**config.mk**
```make
export PLATFORM = sky130hd
export DESIGN_NAME = uart_transmitter
export DESIGN_NICKNAME = d
export VERILOG_FILES = /design/src/rtl/uart_transmitter.sv
export SDC_FILE = /design/constraint.sdc
export NUM_CORES = 1
export LEC_CHECK = 0
export CORE_MARGIN = 2
export CORE_UTILIZATION = 25
export DETAILED_ROUTE_END_ITERATION = 10
export PLACE_DENSITY = 0.37
export SYNTH_ARGS = -nofsm -noshare
export SYNTH_HDL_FRONTEND = slang
export SYNTH_SLANG_ARGS = --single-unit
```
**constraint.sdc**
```tcl
create_clock -name clk -period 6.75 [get_ports clk]
set_input_delay 1.0125 -clock clk [delete_from_list [all_inputs] [get_ports clk]]
set_output_delay 1.0125 -clock clk [all_outputs]
set_load 0.02 [all_outputs]
```
**src/rtl/uart_transmitter.sv**
```systemverilog
// Buffered UART transmitter: valid/ready FIFO in front of an LSB-first
// serialiser with configurable data width, parity, stop bits and baud divisor.
module uart_transmitter #(
  parameter int unsigned CLK_DIV    = 10416,
  parameter int unsigned DATA_BITS  = 8,
  parameter int unsigned PARITY     = 0,
  parameter int unsigned STOP_BITS  = 1,
  parameter int unsigned FIFO_DEPTH = 4
) (
  input  logic                          clk,
  input  logic                          rst,
  input  logic                          tx_valid,
  output logic                          tx_ready,
  input  logic [DATA_BITS-1:0]          tx_data,
  output logic                          uart_tx,
  output logic                          tx_busy,
  output logic                          tx_done,
  output logic [$clog2(FIFO_DEPTH):0]   fifo_count
);

  localparam int unsigned TMR_W = $clog2(CLK_DIV);
  localparam int unsigned BIT_W = $clog2(DATA_BITS);
  localparam int unsigned PTR_W = $clog2(FIFO_DEPTH);
  localparam int unsigned CNT_W = PTR_W + 1;

  typedef enum logic [2:0] {
    S_IDLE,
    S_START,
    S_DATA,
    S_PARITY,
    S_STOP
  } state_e;

  // FIFO storage and bookkeeping
  logic [DATA_BITS-1:0] mem_q [FIFO_DEPTH];
  logic [PTR_W-1:0]     wr_ptr_q, rd_ptr_q;
  logic [CNT_W-1:0]     count_q, count_d;
  logic                 ready_q;
  logic                 push, pop;

  // Serialiser state
  state_e               state_q, state_d;
  logic [TMR_W-1:0]     timer_q, timer_d;
  logic [BIT_W-1:0]     bit_q, bit_d;
  logic [DATA_BITS-1:0] shift_q, shift_d;
  logic                 par_q, par_d;
  logic                 tx_q, tx_d;
  logic                 busy_q, busy_d;
  logic                 done_q, done_d;

  logic [DATA_BITS-1:0] head;
  logic                 last_tick;
  logic                 load;

  assign push      = tx_valid & ready_q;
  assign head      = mem_q[rd_ptr_q];
  assign last_tick = (timer_q == TMR_W'(CLK_DIV - 1));

  // FIFO data array; written only on an accepted handshake
  always_ff @(posedge clk) begin
    if (push) begin
      mem_q[wr_ptr_q] <= tx_data;
    end
  end

  // Next FIFO occupancy; push and pop together cancel out
  always_comb begin
    count_d = count_q;
    case ({push, pop})
      2'b10:   count_d = count_q + CNT_W'(1);
      2'b01:   count_d = count_q - CNT_W'(1);
      default: count_d = count_q;
    endcase
  end

  // FIFO pointers, count and ready flag
  always_ff @(posedge clk) begin
    if (rst) begin
      wr_ptr_q <= '0;
      rd_ptr_q <= '0;
      count_q  <= '0;
      ready_q  <= 1'b1;
    end else begin
      if (push) begin
        wr_ptr_q <= wr_ptr_q + PTR_W'(1);
      end
      if (pop) begin
        rd_ptr_q <= rd_ptr_q + PTR_W'(1);
      end
      count_q <= count_d;
      ready_q <= (count_d < CNT_W'(FIFO_DEPTH));
    end
  end

  // Frame sequencing, bit timing and registered line/status decode
  always_comb begin
    state_d = state_q;
    timer_d = timer_q;
    bit_d   = bit_q;
    shift_d = shift_q;
    par_d   = par_q;
    pop     = 1'b0;
    load    = 1'b0;

    case (state_q)
      S_IDLE: begin
        if (count_q != '0) begin
          load = 1'b1;
        end
      end

      S_START: begin
        if (last_tick) begin
          timer_d = '0;
          bit_d   = '0;
          state_d = S_DATA;
        end else begin
          timer_d = timer_q + TMR_W'(1);
        end
      end

      S_DATA: begin
        if (last_tick) begin
          timer_d = '0;
          shift_d = shift_q >> 1;
          if (bit_q == BIT_W'(DATA_BITS - 1)) begin
            bit_d   = '0;
            state_d = (PARITY != 0) ? S_PARITY : S_STOP;
          end else begin
            bit_d = bit_q + BIT_W'(1);
          end
        end else begin
          timer_d = timer_q + TMR_W'(1);
        end
      end

      S_PARITY: begin
        if (last_tick) begin
          timer_d = '0;
          bit_d   = '0;
          state_d = S_STOP;
        end else begin
          timer_d = timer_q + TMR_W'(1);
        end
      end

      S_STOP: begin
        if (last_tick) begin
          timer_d = '0;
          if (bit_q == BIT_W'(STOP_BITS - 1)) begin
            bit_d = '0;
            if (count_q != '0) begin
              load = 1'b1;
            end else begin
              state_d = S_IDLE;
            end
          end else begin
            bit_d = bit_q + BIT_W'(1);
          end
        end else begin
          timer_d = timer_q + TMR_W'(1);
        end
      end

      default: begin
        state_d = S_IDLE;
        timer_d = '0;
        bit_d   = '0;
      end
    endcase

    // Pop the head character and begin a new frame with a fresh bit timer
    if (load) begin
      pop     = 1'b1;
      state_d = S_START;
      timer_d = '0;
      bit_d   = '0;
      shift_d = head;
      par_d   = (PARITY == 1) ? ~^head : ^head;
    end

    // Line level and status follow the next state so they are registered in step with it
    case (state_d)
      S_START:  tx_d = 1'b0;
      S_DATA:   tx_d = shift_d[0];
      S_PARITY: tx_d = par_d;
      default:  tx_d = 1'b1;
    endcase
    busy_d = (state_d != S_IDLE);
    done_d = (state_d == S_STOP) &&
             (bit_d == BIT_W'(STOP_BITS - 1)) &&
             (timer_d == TMR_W'(CLK_DIV - 1));
  end

  // Serialiser state register; reset abandons any frame in flight
  always_ff @(posedge clk) begin
    if (rst) begin
      state_q <= S_IDLE;
      timer_q <= '0;
      bit_q   <= '0;
      shift_q <= '0;
      par_q   <= 1'b0;
      tx_q    <= 1'b1;
      busy_q  <= 1'b0;
      done_q  <= 1'b0;
    end else begin
      state_q <= state_d;
      timer_q <= timer_d;
      bit_q   <= bit_d;
      shift_q <= shift_d;
      par_q   <= par_d;
      tx_q    <= tx_d;
      busy_q  <= busy_d;
      done_q  <= done_d;
    end
  end

  assign uart_tx    = tx_q;
  assign tx_busy    = busy_q;
  assign tx_done    = done_q;
  assign tx_ready   = ready_q;
  assign fifo_count = count_q;

endmodule

```
==> results of run 1 <==
routing by layer:
metal / vias to the layer above / share of wire [%]
met5: - / 0
met4: 0 / 1.9
met3: 12 / 3.1
met2: 31 / 48
met1: 1213 / 47
li1: 1230 / -
worst paths after layout:
path	slack (ns)	end	depth (start not counted)	startpoint
worst max-delay path	3.68	tx_done$_SDFF_PP0_	8	timer_q[0]$_SDFF_PP0_
worst min-delay path	0.46	shift_q[1]$_SDFFE_PP0P_	2	shift_q[1]$_SDFFE_PP0P_
worst max register to register	3.68	tx_done$_SDFF_PP0_	8	timer_q[0]$_SDFF_PP0_
worst min register to register	0.46	shift_q[1]$_SDFFE_PP0P_	2	shift_q[1]$_SDFFE_PP0P_
synthesized netlist by cell type (2+ instances only):
library cell	n
nand2_1	26
a21o_1	4
nand3b_1	2
buf_4	2
inv_1	7
nor2_1	37
mux2i_1	3
nand2b_1	4
nor4_1	5
o211ai_1	2
nand3_1	9
xnor2_1	13
a21oi_1	22
o21ai_0	7
ha_1	9
dfxtp_1	42
nor3_1	12
nand4_1	6
xor2_1	5
clkbuf_1	3
nor2b_1	3
or4_1	2
mux4_2	8
nor3b_1	4
and2_1	2
and3_1	8
o22ai_1	2
buf_2	10
or3_1	3
edfxtp_1	32
buf_6	2
a22oi_1	9
power by group:
group | switching (W) | leakage (nW) | internal [W]
combinational | 0.000299 | 0.609 | 0.000226
clock | 0.000205 | 0.147 | 0.000292
sequential | 0.0000670 | 0.636 | 0.000549
total | 0.000572 | 1.39 | 0.00107
layout make-up:
class                           instances  area (sq um)
Clock buffer                            9           225
Clock inverter                          7          81.3
Fill cell                            1434          9680
Inverter                                7          26.3
Multi-Input combinational cell        232          1610
Sequential cell                        74          1800
Tap cell                              180           225
Timing Repair Buffer                   18           178
state kept, by name, summed over array words and instances (netlist names), named ones only:
signal,cells
bit_q,3
fifo_count,3
mem_q,32
par_q,1
rd_ptr_q,2
shift_q,8
state_q,3
timer_q,14
tx_busy,1
tx_done,1
tx_ready,1
uart_tx,1
wr_ptr_q,2
critical path, stage by stage (launching register included):
cell and delay, ns:
dfxtp_1 0.44, ha_1 0.30, and3_1 0.32, nand4_2 0.26, nand3_1 0.46, o21ai_0 0.17
a22o_1 0.22, or4_1 0.55, nor4_2 0.27
kinds of logic (layout without fill, tap and decap cells):
group / Yosys count / count (layout)
DFF: 74 / 74
buffers and inverters: 25 / 41
xor gates and xnor gates: 18 / 18
and+or+nand+nor: 133 / 133
adders and majority gates: 10 / 10
AOI/OAI and AO/OA: 59 / 59
muxes: 12 / 12
stage by stage:
step / util, % / cell area [sq um] / hold WS, ns / std cells / worst slack (ns)
final: 30.0 / 4150 / 0.459 / 527 / 3.68
after global routing: 30.0 / 4150 / 0.477 / 527 / 3.45
after CTS: 30.0 / 4150 / 0.460 / 527 / 3.69
after detailed placement: 27.8 / 3840 / 0.451 / 511 / 3.61
after global placement: 27.8 / 3840 / 0.449 / 511 / 3.63
after floorplan: - / 3540 / 0.436 / 331 / 3.98
==> summary.md, run 1 <==
| Metric | Value |
|---|---|
| Hold-fix buffers, CTS | 0 |
| Synth Area in Adders | 3.75% |
| DRC | 0 |
| Status | finished, final reports clean |
| N_diodes | 0 |
| Async SR Flop Fraction | 0% |
| Number of gates resized after cts | 0 |
| Share of post-route cells with drive strength above 1 | 10.7% |
| Synth top area cells | edfxtp_1 (27%), dfxtp_1 (24%), mux4_2 (5.1%) |
| M2 GR Usage | 19.9% |
| WP data arrival | 3.33 ns |
| Hold WC Path Type | reg -> reg |
| # IOs | 18 |
| Most frequent cells in the layout | dfxtp_1 (42), nor2_1 (37), edfxtp_1 (32) |
| First-pass GRT wire length | 13,400 microns |
| RSZ-0062 raised after global routing | false |
| Worst-Skew Late Latency | 0.35 ns |
| Pwr per Cell Area | 395 nW/um^2 |
| GR Layer Usage met1 | 14.4% |
| Syn Inst Count | 331 |
| Largest net degree at the start of global routing | 23 |
| # clock sinks | 74 |
| Max-slew violations | 0 |
| Power, Total | 0.00164 W |
| Syn nets | 352 |
| Main combinational cell family by area after synthesis | simple AND/OR/NAND/NOR gates |
| DIE AREA | 15,100 sq um |
| Vias in the first global route | 2,556 |
| Die Height | 123 microns |
| Synth Area in Simple Gates | 20.2% |
| Worst Tran Pin Value | 1.12 ns |
| CP Capture Type | flop |
| Ys flop type | dfxtp_1 |
| Commonest non-fill, non-tap cell in the layout | dfxtp_1 |
| Peak supply drop | 0.123 mV |
| Routed len/inst | 15.5 microns |
| Post-DR vias/cell | 4.72 |
| Fin. Hold Viols | 0 |
| Fin Setup TNS | 0 ns |
| HPWL Detailed | 5700 microns |
| H-tree Lvls | 3 |
| Die X | 123 microns |
| Initial DRT Pass Iterations | 4 |
| Slew margin rel. | 24.6% |
| Synth warn | 0 |
| GP Congestion | 0.798 |
| Synthesis-to-finish area growth | 17.3% |
| Core area | 13,800 sq um |
| CP Class | reg -> reg |
| EDFF count, synth | 32 |
| Leak | 1.39 nW |
| Clk pin slew, worst setup/hold paths | 0.06 ns |
| Worst EP required | 7.01 ns |
| CTS tree | done |
| Sequential area share after synthesis | 51.0% |
| Final min period | 3.07 ns |
| Max Fclk | 0.326 GHz |
| Initial antenna violation count | 0 |
| Routed wire length | 8150 microns |
| Yosys top cell area share | 27.2% |
| Nets@finish | 363 |
| Register bit count reported by yosys | 74 |
| Cts bufs inserted | 9 |
| Buffers on Ports | 17 |
| Clock tree buffer depth | 2 |
| Period utilization | 45.5% |
| Gr ovfl total | 0 |
| Initial drt markers | 129 |
| Yosys cell types | 58 |
| Setup Buffers After CTS | 0 |
| Vias | 2,486 |
| Final ANT Viol Nets | 0 |
| Compound-Gate Fraction of Synth Area | 10.8% |
| Area leader, netlist | edfxtp_1 |
| Total Routing Usage GR | 12.1% |
| GRT Max-Usage Layer | met2 |
| Core Rows | 43 |
| CP max FO | 11 |
| Final setup violation count | 0 |
| Met3 GRT Util | 3.74% |
| Skew final | 0.00856 ns |
| Netlist Area Pre-Place | 3540 sq um |
| CP Launch Type | flop |
| XOR/XNOR Fraction of Synth Area | 4.46% |
| Initial Util | 25.6% |
| Mux cell area share after synthesis | 6.26% |
| Max Cap Viol | 0 |
| Syn_area_per_cell | 10.7 sq um |
| CTS Root Cell | clkbuf_16 |
No activity file was read; power rests on OpenSTA's default activity.
==> run 2: changes to the inputs <==
--- a/config.mk
+++ b/config.mk
@@ -8,7 +8,7 @@
 export CORE_MARGIN = 2
 export CORE_UTILIZATION = 25
 export DETAILED_ROUTE_END_ITERATION = 10
-export PLACE_DENSITY = 0.37
+export PLACE_DENSITY = 0.38
 export SYNTH_ARGS = -nofsm -noshare
 export SYNTH_HDL_FRONTEND = slang
 export SYNTH_SLANG_ARGS = --single-unit
==> constraint.sdc (replaced) <==
create_clock -name clk -period 2.74 [get_ports clk]
set_input_delay 0.411 -clock clk [delete_from_list [all_inputs] [get_ports clk]]
set_output_delay 0.411 -clock clk [all_outputs]
set_load 0.02 [all_outputs]
==> run 2 against run 1 <==
Flip-flop and latch count did not move. Utilization increased by 0.81 points. Worst hold slack improved by 0.0012 ns. Clock-buffer cell count is 1 higher. First-iteration DRC count increased by 3.1%. Die area unchanged. Via count grew 1.6%. Highest routed layer unchanged.
==> summary.md, run 2 (synthesis gave the netlist of run 1 again) <==
| Metric | Value |
|---|---|
| Worst-Skew Late Latency | 0.34 ns (about the same) |
| Share of post-route cells with drive strength above 1 | 14.2% (+3.5 points) |
| Fin util | 30.8% (+0.81 points) |
| Die X | 123 microns (unchanged) |
| Endpoint, Worst Hold | shift_q[5]$_SDFFE_PP0P_ |
| R2R cell count | 8 (unchanged) |
| Initial DRT Pass Iterations | 4 (unchanged) |
| Worst Tran Pin Value | 0.465 ns (-0.657 ns) |
| Routed wire length | 8380 microns (+2.9%) |
| Cts bufs inserted | 9 (unchanged) |
| CP Capture Type | flop |
| Final setup violation count | 0 (unchanged) |
| CP Launch Type | flop |
| Slew margin rel. | 69.0% (+44 points) |
| Skew final | 0.00641 ns (-0.00216 ns) |
| Final min period | 2.53 ns (-0.543 ns) |
| Core Rows | 43 (unchanged) |
| Worst Setup SP | timer_q[1]$_SDFF_PP0_ |
| HPWL Detailed | 6140 microns (+7.7%) |
| Fill cells | 1,438 (+0.28%) |
| Setup WS pre-CTS | 0.162 ns (-3.45 ns) |
| Post-DR vias/cell | 4.68 (-0.84%) |
| CP cell instances | ha_1, and3_2, and4_4, nor2_1, a21oi_4, nand2b_1, or4_1, nor4_2 |
| Largest regs | mem_q: 32 flops, timer_q: 14 flops, shift_q: 8 flops |
| Nets@finish | 376 (+3.6%) |
| N_diodes | 0 (unchanged) |
| Max stage delay on crit path | 0.55 ns (about the same) |
| Buffers on Ports | 17 (unchanged) |
| Largest net degree at the start of global routing | 21 (-8.7%) |
| Final WS setup | 0.215 ns (-3.47 ns) |
| Final ANT Viol Nets | 0 (unchanged) |
| Fin Setup TNS | 0 ns (unchanged) |
| Synthesis-to-finish area growth | 20.5% |
| RSZ-0062 raised after global routing | false |
| Design Area, Final | 4260 sq um (+2.7%) |
| Reg-to-Reg Start | timer_q[1]$_SDFF_PP0_ |
| Leak | 1.46 nW (+5.1%) |
| Initial antenna violation count | 0 (unchanged) |
| DRC | 0 (unchanged) |
| Peak supply drop | 0.291 mV (+140%) |
| WP data arrival | 2.77 ns (-0.56 ns) |
| R2r setup slk | 0.21 ns (-3.47 ns) |
| Core area | 13,800 sq um (unchanged) |
| R2r endpoint | tx_done$_SDFF_PP0_ |
| Worst EP required | 2.99 ns (-4.02 ns) |
| Max Fclk | 0.396 GHz (+22%) |
| Register Area | 1800 sq um (unchanged) |
| First-pass GRT wire length | 13,900 microns (+4.0%) |
| CP max FO | 6 (-5) |
| CP max stage cell | or4_1 |
| Vias in the first global route | 2,596 (+1.6%) |
| Max-slew violations | 0 (unchanged) |
| Max Cap Viol | 0 (unchanged) |
| Hold WC Path Type | reg -> reg |
| Die Height | 123 microns (unchanged) |
| Met3 GRT Util | 3.83% (+0.092 points) |
| Most frequent cells in the layout | dfxtp_1 (42), nor2_1 (37), edfxtp_1 (32) |
| Setup Buffers After CTS | 0 (unchanged) |
| Pwr per Cell Area | 969 nW/um^2 (+150%) |
| Multi-input gate area | 1620 sq um (+0.62%) |
| Period utilization | 92.2% (+47 points) |
| Clock tree buffer depth | 2 (unchanged) |
| Clk pin slew, worst setup/hold paths | 0.06 ns (about the same) |
| Number of flip-flops in the largest register | 32 (unchanged) |
| # clock sinks | 74 (unchanged) |
| Commonest non-fill, non-tap cell in the layout | dfxtp_1 |
| Hold path depth | 2 (unchanged) |
| H-tree Lvls | 3 (unchanged) |
| DIE AREA | 15,100 sq um (unchanged) |
| Total Routing Usage GR | 12.4% (+0.33 points) |
| Fin. Hold Viols | 0 (unchanged) |
| Placed Instance Area | 3940 sq um (+2.5%) |
| Routed len/inst | 15.5 microns (+0.42%) |
| GP Congestion | 0.826 (+3.6%) |
| CP Class | reg -> reg |
| GRT Max-Usage Layer | met2 |
| M2 GR Usage | 21.0% (+1.1 points) |
| Hold_sp | shift_q[5]$_SDFFE_PP0P_ |
| Status | finished, final reports clean |
| # IOs | 18 (unchanged) |
| Vias | 2,526 (+1.6%) |
| Gr ovfl total | 0 (unchanged) |
| Initial Util | 25.6% (unchanged) |
| WHS | 0.460 ns (+0.00116 ns) |
| GR Layer Usage met1 | 14.5% (+0.11 points) |
| CTS tree | done |
| Most flops, register | mem_q |
| CTS Root Cell | clkbuf_16 |
| Initial drt markers | 133 (+3.1%) |
## run 2: power breakdown
group	internal (W)	leakage (nW)	switching (W)	total, W
Combinational	0.000632	0.678	0.000791	0.00142
Clock	0.000741	0.150	0.000481	0.00122
Sequential	0.00135	0.636	0.000134	0.00149
## run 2: worst max path at each step
stage                                to  depth (start not counted)
floorplan           tx_ready$_SDFF_PP1_                         14
global placement     tx_done$_SDFF_PP0_                          8
detailed placement   tx_done$_SDFF_PP0_                          8
CTS                  tx_done$_SDFF_PP0_                          8
global route         tx_done$_SDFF_PP0_                          8
finish               tx_done$_SDFF_PP0_                          8
## run 2: critical path: cells and delay by family, from the launching register on
| kind | cells | cell delay, ns |
|---|---|---|
| AOI/OAI and AO/OA | 1 | 0.20 |
| DFF | 1 | 0.39 |
| and+or+nand+nor | 6 | 1.58 |
| adders and majority gates | 1 | 0.26 |
## run 2: through the flow
step / total power [W] / instances
2_1_floorplan: 0.00251 / 331
3_3_place_gp: 0.00297 / 524
3_5_place_dp: 0.00296 / 524
4_1_cts: 0.00421 / 540
5_1_grt: 0.00442 / 540
6_report: 0.00413 / 540
## run 2: timing repair
action	CTS	global route
resized for setup	0	2
setup endpoints to repair	0	2
hold buffers	0	0
hold endpoints to repair	0	0
## run 2: area by class of cell
class	count	share of cell area, %
Multi-Input combinational cell	232	38.1
Timing Repair Buffer	31	6.46
Tap cell	180	5.28
Clock inverter	6	1.70
Inverter	7	0.617
Clock buffer	10	5.61
Sequential cell	74	42.3
## run 2: metal layers
layer,wire [microns],vias up
met1,3660,1216
met2,4210,37
met3,305,13
met4,203,0
met5,0,-
li1,-,1260
